===== src/rtl/adat_pkg.sv =====
// Shared ADAT frame geometry and the frame reader FSM state encoding.
package adat_pkg;

    localparam int ADAT_CHANNELS = 8;
    localparam int SLOT_BITS     = 32;
    localparam int FRAME_BITS    = ADAT_CHANNELS * SLOT_BITS;

    typedef enum logic [1:0] {
        SYNC = 2'd0,
        IDLE = 2'd1,
        READ = 2'd2,
        HOLD = 2'd3
    } state_t;

endpackage


===== src/rtl/serial_sample_shifter.sv =====
// MSB-first serial-to-parallel shifter; each new bit enters at the LSB, clear wipes the word.
module serial_sample_shifter #(
    parameter int WIDTH = 24
) (
    input  logic             clk,
    input  logic             rst,
    input  logic             clear,
    input  logic             shift_en,
    input  logic             bit_in,
    output logic [WIDTH-1:0] data
);

    always_ff @(posedge clk or posedge rst) begin
        if (rst) begin
            data <= '0;
        end else if (clear) begin
            data <= '0;
        end else if (shift_en) begin
            data <= {data[WIDTH-2:0], bit_in};
        end
    end

endmodule


===== src/rtl/adat_frame_reader.sv =====
// Walks completed frames in the bit-addressed channel buffer and emits one MSB-aligned
// sample per ADAT channel over a valid/ready stream, skipping ahead when the writer laps us.
module adat_frame_reader
    import adat_pkg::*;
#(
    parameter int CIRC_BUF_BITS = 3,
    parameter int SAMPLE_BITS   = 24
) (
    input  logic                     clk_x4_i,
    input  logic                     reset_i,
    input  logic [CIRC_BUF_BITS-1:0] last_good_frame_idx_i,
    output logic [CIRC_BUF_BITS+7:0] ram_read_addr_o,
    input  logic                     ram_read_data_i,
    output logic [SAMPLE_BITS-1:0]   sample_data_o,
    output logic [2:0]               sample_channel_o,
    output logic                     sample_last_o,
    output logic                     sample_valid_o,
    input  logic                     sample_ready_i,
    output logic                     overrun_o,
    output state_t                   debug_state_o
);

    typedef logic [CIRC_BUF_BITS-1:0] idx_t;

    localparam idx_t       OVR_LIMIT = idx_t'((1 << CIRC_BUF_BITS) - 2);
    localparam logic [2:0] LAST_CH   = 3'(ADAT_CHANNELS - 1);
    localparam logic [4:0] LAST_BIT  = 5'(SAMPLE_BITS - 1);

    state_t     state, state_nx;
    idx_t       rd_idx, sync_ref;
    logic       sync_armed;
    logic [2:0] ch;
    logic [4:0] bit_cnt;
    logic       cap_q;
    logic       shift_clear;
    idx_t       lg_next, backlog;
    logic       frame_pending, overrun_hit, accept;

    assign lg_next       = last_good_frame_idx_i + idx_t'(1);
    assign backlog       = last_good_frame_idx_i - rd_idx;
    assign frame_pending = (rd_idx != lg_next);
    // A caught-up reader also shows the maximum backlog, so only a non-empty buffer counts as lapped.
    assign overrun_hit   = (state == IDLE) && frame_pending && (backlog >= OVR_LIMIT);
    assign accept        = sample_valid_o && sample_ready_i;
    assign debug_state_o = state;

    always_comb begin
        state_nx        = state;
        ram_read_addr_o = '0;
        case (state)
            SYNC: if (sync_armed && (last_good_frame_idx_i != sync_ref)) state_nx = IDLE;
            IDLE: if (!overrun_hit && frame_pending) state_nx = READ;
            READ: begin
                ram_read_addr_o = {rd_idx, ch, bit_cnt};
                if (bit_cnt == LAST_BIT) state_nx = HOLD;
            end
            HOLD: if (accept) state_nx = (ch == LAST_CH) ? IDLE : READ;
            default: state_nx = SYNC;
        endcase
        shift_clear = (state_nx == READ) && (state != READ);
    end

    always_ff @(posedge clk_x4_i or posedge reset_i) begin
        if (reset_i) begin
            state            <= SYNC;
            rd_idx           <= '0;
            sync_ref         <= '0;
            sync_armed       <= 1'b0;
            ch               <= '0;
            bit_cnt          <= '0;
            cap_q            <= 1'b0;
            sample_channel_o <= '0;
            sample_last_o    <= 1'b0;
            sample_valid_o   <= 1'b0;
            overrun_o        <= 1'b0;
        end else begin
            state     <= state_nx;
            cap_q     <= (state == READ);
            overrun_o <= overrun_hit;
            case (state)
                SYNC: begin
                    if (!sync_armed) begin
                        sync_armed <= 1'b1;
                        sync_ref   <= last_good_frame_idx_i;
                    end else if (last_good_frame_idx_i != sync_ref) begin
                        rd_idx <= last_good_frame_idx_i;
                    end
                end
                IDLE: begin
                    ch      <= '0;
                    bit_cnt <= '0;
                    if (overrun_hit) rd_idx <= last_good_frame_idx_i;
                end
                READ: bit_cnt <= bit_cnt + 5'd1;
                HOLD: begin
                    // First HOLD cycle still carries the final data bit from the buffer.
                    if (cap_q) begin
                        sample_valid_o   <= 1'b1;
                        sample_channel_o <= ch;
                        sample_last_o    <= (ch == LAST_CH);
                    end else if (accept) begin
                        sample_valid_o <= 1'b0;
                        bit_cnt        <= '0;
                        if (ch == LAST_CH) begin
                            ch     <= '0;
                            rd_idx <= rd_idx + idx_t'(1);
                        end else begin
                            ch <= ch + 3'd1;
                        end
                    end
                end
                default: ;
            endcase
        end
    end

    serial_sample_shifter #(
        .WIDTH (SAMPLE_BITS)
    ) u_shifter (
        .clk      (clk_x4_i),
        .rst      (reset_i),
        .clear    (shift_clear),
        .shift_en (cap_q),
        .bit_in   (ram_read_data_i),
        .data     (sample_data_o)
    );

endmodule


===== config.mk =====
export PLATFORM = sky130hd
export DESIGN_NAME = adat_frame_reader
export DESIGN_NICKNAME = d
export VERILOG_FILES = /design/src/rtl/adat_pkg.sv /design/src/rtl/serial_sample_shifter.sv /design/src/rtl/adat_frame_reader.sv
export SDC_FILE = /design/constraint.sdc
export NUM_CORES = 1
export LEC_CHECK = 0
export CAP_MARGIN = 20
export CORE_ASPECT_RATIO = 1.2
export CORE_MARGIN = 4
export CORE_UTILIZATION = 35
export DETAILED_ROUTE_END_ITERATION = 7
export REMOVE_ABC_BUFFERS = 1
export SYNTH_ARGS = -nofsm -noshare
export SYNTH_HDL_FRONTEND = slang
export SYNTH_HIERARCHICAL = 1
export SYNTH_SLANG_ARGS = --single-unit

===== constraint.sdc =====
create_clock -name clk_x4_i -period 3.3 [get_ports clk_x4_i]
set_input_delay 0.99 -clock clk_x4_i [delete_from_list [all_inputs] [get_ports clk_x4_i]]
set_output_delay 0.99 -clock clk_x4_i [all_outputs]
set_load 0.02 [all_outputs]

**After elaboration in Yosys (flattened, before gate mapping)**

Cells that the tools add are included.

- Word-level logic and storage cells: 78
- Output and inout bits: 43
- Register bits after elaboration: 48

- Eq/ne operators: 15
- Bitwise logic cells: 1
- Order comparisons: 1
- Multiplexer cells: 25
- Reduce and logical (&&, ||, !) cells: 19
- $add $sub $neg: 5

Operators with widths:

| kind | number |
|---|---|
| 24-bit two-way mux | 2 |
| 3-bit two-way mux | 9 |
| 5-bit one-hot mux with 3 select lines | 1 |
| 2-bit inequality test (second input constant) | 7 |
| 11-bit two-way mux | 1 |
| 2-bit two-way mux | 5 |
| 5-bit two-way mux | 2 |
| 3-bit by 1-bit adder with 3-bit output (second input constant) | 3 |
| 3-bit one-hot mux with 3 select lines | 1 |
| 2-bit one-hot mux with 4 select lines | 1 |
| 7-bit AND reduction | 1 |
| 2-bit == test (second input constant) | 3 |
| 1-bit logical AND | 6 |
| 3-bit inequality test | 2 |
| 3-bit one-hot mux with 2 select lines | 1 |
| 2-bit AND reduction | 3 |
| 3-bit AND reduction | 2 |
| 2-bit nonzero test | 3 |
| 3-bit nonzero test | 2 |
| 5-bit by 1-bit adder with 5-bit output (second input constant) | 1 |
| 5-bit == test (second input constant) | 1 |
| 3-bit == test (second input constant) | 1 |
| 3-bit greater-or-equal comparator (second input constant) | 1 |
| 3-bit subtractor | 1 |
| other kinds (5) | 6 |

**Logic depth before layout (Yosys ltp)**

- Word-level depth: 11
- Gate-level depth with buffers: 11
- Depth with buffers taken out: 10

**Hierarchy**

Netlist, hierarchy kept.

By module, submodules not included:

| module | seq. area each (um2) | area an instance (um2) | times used | cells each |
|---|---|---|---|---|
| adat_frame_reader | 600.6 | 1547.7 | 1 | 150 |
| serial_sample_shifter | 600.6 | 993.5 | 1 | 78 |

**Least setup slack after synthesis**

OpenSTA, ideal clock, no wires.

- Path type: input-to-reg
- Start point: input port last_good_frame_idx_i[0]
- End point: register u_shifter.data[0]
- Required time: 3.168 ns
- Slack: 0.058 ns
- Arrival time: 3.110 ns
- Stages: 11
- Cells stage by stage: inv_1 -> ha_1 -> inv_1 -> fa_1 -> xor3_4 -> o32ai_1 -> and2_1 -> o31a_1 -> nor3b_2 -> clkbuf_1 -> nor2_1

- Word-level cells in the longest chain between the ends: 11

RTL lines:

| what | line | RTL |
|---|---|---|
| from (decl) | adat_frame_reader.sv:11 | `input logic [CIRC_BUF_BITS-1:0] last_good_frame_idx_i,` |
| branches (longest 7 deep; another with 3-bit subtractor) | - |  |
| 2-bit one-hot mux with 4 select lines (*) | adat_frame_reader.sv:50 | `case (state)` |
| net state_nx[0] | adat_frame_reader.sv:29 | `state_t state, state_nx;` |
| 2-bit == test (*) | adat_frame_reader.sv:60 | `shift_clear = (state_nx == READ) && (state != READ);` |
| 1-bit logical AND (*) | adat_frame_reader.sv:60 |  |
| net shift_clear | adat_frame_reader.sv:35 | `logic shift_clear;` |
| 24-bit two-way mux / 2-bit nonzero test (equally long branches) | - |  |
| to (signal assigned) | serial_sample_shifter.sv:19 | `data <= {data[WIDTH-2:0], bit_in};` |
| to (decl) | serial_sample_shifter.sv:10 | `output logic [WIDTH-1:0] data` |

Mark *: on every way through the listed nets, which the timed path passes.
A chain may end at the register's enable or synchronous reset.

**Worst setup path in the final report**

- Start point: input port last_good_frame_idx_i[1]
- End point: register u_shifter.data[8]

The elaborated chain is that of the path after synthesis.

==> run metrics <==
outcome=completed; ratio of total power to cell area=a little under 900 nW/um^2; worst slack, placed=-0.280 ns; library cells used by synthesis=41; Root Buffer Master=clkbuf_8; first-pass GRT wire length=9.27 mm; met1 usage in global routing=0.170; clock-pin transition on the worst setup and hold timing paths=0.10 ns; fin util=0.494; power share of the combinational group=0.553; total via count after detailed routing=between 1500 and 2000; GR met3 Demand/Resource=0.0342; Die ar.=8690 sq um; via density per instance=around 5.0; Seq/Total Area, Yosys=0.473; maximum number of pins on one net before global-route repair=27; source-to-sink clock delay at the later pin of the worst-skew pair=0.31 ns; relative max-transition margin=0.654; number of levels in the clock H-tree=2; post-route antenna net violation count=0; minimum period implied by the final worst setup slack=3.10 ns; kind of end point of the critical path=register; library cell with the largest summed area after synthesis=dfrtp_1; aggregate routed wire length=5.64 mm; count of flip-flops with a built-in enable after synthesis=0; final number of max-transition violations=0; width of the chip=85.8 microns; largest fanout on the critical path=6; CP required=3.54 ns; CTS tree=yes; netlist area before placement=2540 sq um; switching power summed over all nets=1.18 mW; Synth Register Bits=48; floorplan core area=6940 sq um; number of global-route vias before repair=1974; startpoint types=input pin; dominant cell by count in the synthesized netlist=dfrtp_1; Routed WL per cell=around 15 microns; max-capacitance violation count=0; # placed instances=375; aggregate global routing overflow=0; TNS Setup=0 ns; cells taking the most area after synthesis=dfrtp_1 (47%), mux2i_1 (11%), ha_1 (5.4%), nor2_1 (4.9%), and2_1 (3.2%); number of port buffers=49; half-perimeter wire length after placement=3.94 mm; leading register cell type out of synthesis=dfrtp_1; commonest cells in the synthesized netlist=dfrtp_1 (48), nor2_1 (33), mux2i_1 (27); Starting Density=0.366; Placed Area=about 3200 sq um; RSZ-0062 raised after global routing=false; number of setup violations in the final report=0; Yosys Warn Count=6; async set-or-reset flop fraction in the synthesized netlist=1.00; vertical die dimension=101 microns; design internal power=1.86 mW; Final Cycle Share=0.939; met2 Resource Use GR=0.220; 1st-pass router iterations=4; Fillers=around 660; diode insertion count for antenna repair=0; area overhead of the layout relative to synthesis=34.9%; Post-Synthesis Cells=228; number of nets in the final layout=318; Static Leakage=1.59 nW; synthesized area per cell=11.1 sq um; Layout Skew=about 0.013 ns; number of buffers between clock root and the deepest sink=2; peak supply drop=0.000402 V; Worst Hold Slack=0.511 ns; Inserted Clock Buffers=5; Reg power frac=0.302; final instance count without filler cells=387; Yosys top cell area share=0.473; most used routing layer in global routing=met2; switching power as a share of total power=0.388; post-route standard cell area excluding fillers=3430 sq um; antenna violations before repair=0; worst setup path category=input pin to register; Power Total=between 3 and 4 mW; clock sinks=48; total routing usage reported by global routing=0.132; Arr. time, crit path=3.34 ns; gp weighted congestion=0.770; part of the total power dissipated in the clock network=0.146; actual transition at the worst max-transition pin=0.520 ns; num ports=50; kind of path behind the tightest hold check=register to register; highest achievable clock rate=323 MHz; total number of placement rows=33; starting DRC count in detailed routing=83; # DRC=0; fin worst setup slack=between 0.2 and 0.25 ns; share of layout cells above drive strength 1=0.160; number of failing hold endpoints at the final stage=0
worst paths after layout:
kind                       slack [ns]  cells past startpoint                  to                startpoint
setup / recovery                 0.20                     11   u_shifter/data[8]  last_good_frame_idx_i[1]
hold / removal                   0.51                      1          sync_armed                sync_armed
setup reg to reg                 0.74                     11  u_shifter/data[19]                 rd_idx[0]
hold reg to reg                  0.51                      1          sync_armed                sync_armed
max in group asynchronous        1.97                      3               ch[2]                   reset_i
min in group asynchronous        1.06                      3   u_shifter/data[3]                   reset_i
layout by cell type (no fill, tap or decap), types with 2 or more instances in the layout:
| master | count |
|---|---|
| dfrtp_1 | 48 |
| clkdlybuf4s50_1 | 48 |
| nor2_1 | 33 |
| mux2i_1 | 27 |
| buf_4 | 18 |
| nand2_1 | 17 |
| and2_1 | 13 |
| inv_1 | 12 |
| ha_1 | 11 |
| nand3_1 | 7 |
| mux2_2 | 7 |
| a21oi_1 | 5 |
| clkbuf_8 | 5 |
| o21ai_0 | 4 |
| o31ai_1 | 4 |
| xor2_1 | 4 |
| o21ai_1 | 3 |
| and4b_1 | 2 |
| a2bb2oi_1 | 2 |
| o31a_1 | 2 |
| clkbuf_16 | 2 |
| buf_6 | 2 |
cell type report:
cell class | instances | area (sq um) | share of cell area
timing repair buffer | 72 | 721 | 0.210
multi-input combinational | 159 | 1230 | 0.359
sequential | 48 | 1200 | 0.350
clock inverter | 3 | 46.3 | 0.0135
clock buffer | 5 | 68.8 | 0.0201
tap | 87 | 109 | 0.0318
inverter | 13 | 51.3 | 0.0150
state kept, by name, indices dropped and copies added (netlist names):
register,cells
sync_armed,1
sample_valid_o,1
ch,3
sample_last_o,1
u_shifter/data,24
bit_cnt,5
sample_channel_o,3
debug_state_o,2
overrun_o,1
cap_q,1
sync_ref,3
rd_idx,3
timing repair:
action | 4_1_cts | 5_1_grt
hold buffers | 0 | 0
setup endpoints to repair | 0 | 25
resized for setup | 0 | 5
setup buffers | 0 | 1
critical path, stage by stage:
cell             delay, ns
clkdlybuf4s50_1       0.46
buf_4                 0.18
ha_1                  0.19
xor3_2                0.39
o32ai_2               0.27
a21oi_1               0.11
o21a_1                0.20
nor3b_4               0.15
buf_6                 0.14
clkbuf_16             0.15
nor2_1                0.12
power groups by stage:
stage / Combinational, mW / Sequential, mW / Clock (mW)
global placement: 1.50 / 0.924 / 0
global route: 1.82 / 0.947 / 0.474
finish: 1.68 / 0.914 / 0.441
detailed placement: 1.52 / 0.924 / 0
CTS: 1.53 / 0.916 / 0.455
floorplan: 0.735 / 1.08 / 0
kinds of logic after synthesis:
family,synth area share
adder cells (fa/ha/maj),0.0620
XOR/XNOR,0.0448
flip-flops,0.473
buffers and inverters,0.0497
AO/OA/AOI/OAI,0.0857
AND/OR/NAND/NOR,0.148
multiplexers,0.137
per-layer routing:
layer	routed length (microns)	part of all wire
met1	2610	0.46
met2	2720	0.48
met3	229	0.041
met4	83	0.015
met5	0	0
No activity file was read; power rests on OpenSTA's default activity.
==> RTL change, RTL diff (same settings) <==
The output `overrun_o` loses its register stage (`overrun_o` becomes a continuous assignment).
--- a/src/rtl/adat_frame_reader.sv
+++ b/src/rtl/adat_frame_reader.sv
@@ -72,11 +72,9 @@
             sample_channel_o <= '0;
             sample_last_o    <= 1'b0;
             sample_valid_o   <= 1'b0;
-            overrun_o        <= 1'b0;
         end else begin
             state     <= state_nx;
             cap_q     <= (state == READ);
-            overrun_o <= overrun_hit;
             case (state)
                 SYNC: begin
                     if (!sync_armed) begin
@@ -114,6 +112,8 @@
         end
     end
 
+    assign overrun_o = overrun_hit;
+
     serial_sample_shifter #(
         .WIDTH (SAMPLE_BITS)
     ) u_shifter (
Check against the original RTL: not equivalent (a bounded check fails within 4 cycles, from zero or initial values and one cycle with reset_i high).
==> RTL change against the unedited design <==
The flow now finishes with violations (setup timing). Worst setup slack worse by 0.27 ns. First-iteration DRC count fell by 52%. Combinational power fell by 23%. Utilization shrank 0.72 points. Total power down 10%. Final area is 8.4% lower. Wire length is 13% lower. Clock power is 12% higher. Synthesized area is 8.2% lower. Global-route usage hardly changed. Sequential cell count down 1.
==> RTL change: results (changes against the unedited design) <==
Post-Route WL=4.91 mm (was 5.64 mm); largest net degree at the start of global routing=28 (was 27); dpl cell area=2950 µm² (was 3220 µm²); DR pass1 iterations=4 (unchanged); layout cells sized above 1=12.3% (was 16.0%); Final Skew=0.00506 ns (was 0.0129 ns); Crit path max-delay family=adder cells (was buffers and inverters); Seq/Total Area, Yosys=50.4% (was 47.3%); Hold Path Origin=sample_channel_o[2] (was sync_armed); Slowest Stage Delay on Critical Path=0.51 ns (was 0.46 ns); failing checks=setup timing; Total GRT Usage=13.2% (about the same); CP Max Fanout=2 (was 6); routing usage on met3=3.34% (was 3.42%); met1 usage=16.6% (was 17.0%); crit path DAT=2.38 ns (was 3.34 ns); Worst R2R Setup Slack=0.90 ns (was 0.74 ns); end of the critical path=overrun_o (was u_shifter/data[8]); Largest regs=u_shifter/data (24), bit_cnt (5) (unchanged); final worst slack=-0.0675 ns (was 0.202 ns); Critical R2R Capture=u_shifter/data[5] (was u_shifter/data[19]); Slew @ Worst Pin=0.898 ns (was 0.520 ns); worst-path cell with the longest stage delay=fa_2 (was clkdlybuf4s50_1); top cells by area, synth=dfrtp_1 50%, mux2i_1 11%, nor2_1 5.3% (was dfrtp_1 47%, mux2i_1 11%, ha_1 5.4%); post-detail-place hpwl=3.60 mm (was 3.94 mm); worst slack, placed=-0.945 ns (was -0.280 ns); vias in the first global route=1,789 (was 1,974); Finish-stage setup viols=1 (was 0); CP startpoint=last_good_frame_idx_i[0] (was last_good_frame_idx_i[1]); Lkg Pwr=1.55 nW (was 1.59 nW); synth cell count leaders=47 x dfrtp_1, 33 x nor2_1, 26 x mux2i_1 (was 48 x dfrtp_1, 33 x nor2_1, 27 x mux2i_1); Peak VDD IR=0.000341 V (was 0.000402 V); fillcell total=616 (was 662); Final Wtd Congestion=0.754 (was 0.770); met2 Usage GRT=22.2% (was 22.0%); Nets=289 (was 318); DR vias=1,711 (was 1,916); clock-pin slew on the worst setup and hold paths=0.08 ns (was 0.10 ns); WHS Endpoint=sample_channel_o[2] (was sync_armed); first-pass GRT wire length=8.40 mm (was 9.27 mm); status=finished with violations (was complete, no violations); number of cells on the worst reg-to-reg path=12 (was 11); Distinct cells, synth=40 (was 41); DR iter-0 viols=40 (was 83)
RTL change: layout make-up:
cell class	count	area, µm²	area share [%]
well taps	85	106	3.39
flip-flops and latches	47	1180	37.5
clock buffers	6	72.6	2.31
inverters	8	32.5	1.04
repair buffers	65	622	19.8
multi-input cells	148	1070	34.1
clock inverters	2	60.1	1.91
RTL change: repair_timing:
item,in CTS,in global routing
gates resized for setup,19,1
pin swaps,3,1
endpoints found under the hold margin,0,0
setup buffers,2,3
hold buffers,0,0
setup endpoints to repair,1,1
cloned,0,0
RTL change: report_power, final:
| group | switching, mW | internal [mW] |
|---|---|---|
| combinational | 0.674 | 0.615 |
| clock | 0.192 | 0.303 |
| sequential | 0.160 | 0.782 |
| total | 1.03 | 1.70 |
RTL change: kinds of logic (layout without fill, tap and decap cells):
logic type | Yosys count | in the layout | synth area share, %
mux | 33 | 33 | 14.5
buf+inv | 17 | 81 | 4.45
fa+ha+maj | 7 | 7 | 4.08
simple gates | 74 | 74 | 14.5
xor+xnor | 9 | 9 | 4.61
compound gates | 25 | 25 | 7.45
flops | 47 | 47 | 50.4
RTL change: metal layers:
metal / share of wire, % / routed length [µm] / vias to the layer above
li1: - / - / 842
met1: 42 / 2080 / 819
met2: 51 / 2520 / 44
met4: 0.94 / 46 / 0
met3: 5.3 / 261 / 6
met5: 0 / 0 / -
RTL change: through the flow:
stage,cells,setup TNS [ns],utilization (%)
CTS,358,-0.0758,48.3
floorplan,203,0,-
global placement,348,-0.878,45.8
finish,361,-0.0675,48.7
global route,361,-0.128,48.7
detailed placement,348,-0.945,45.8
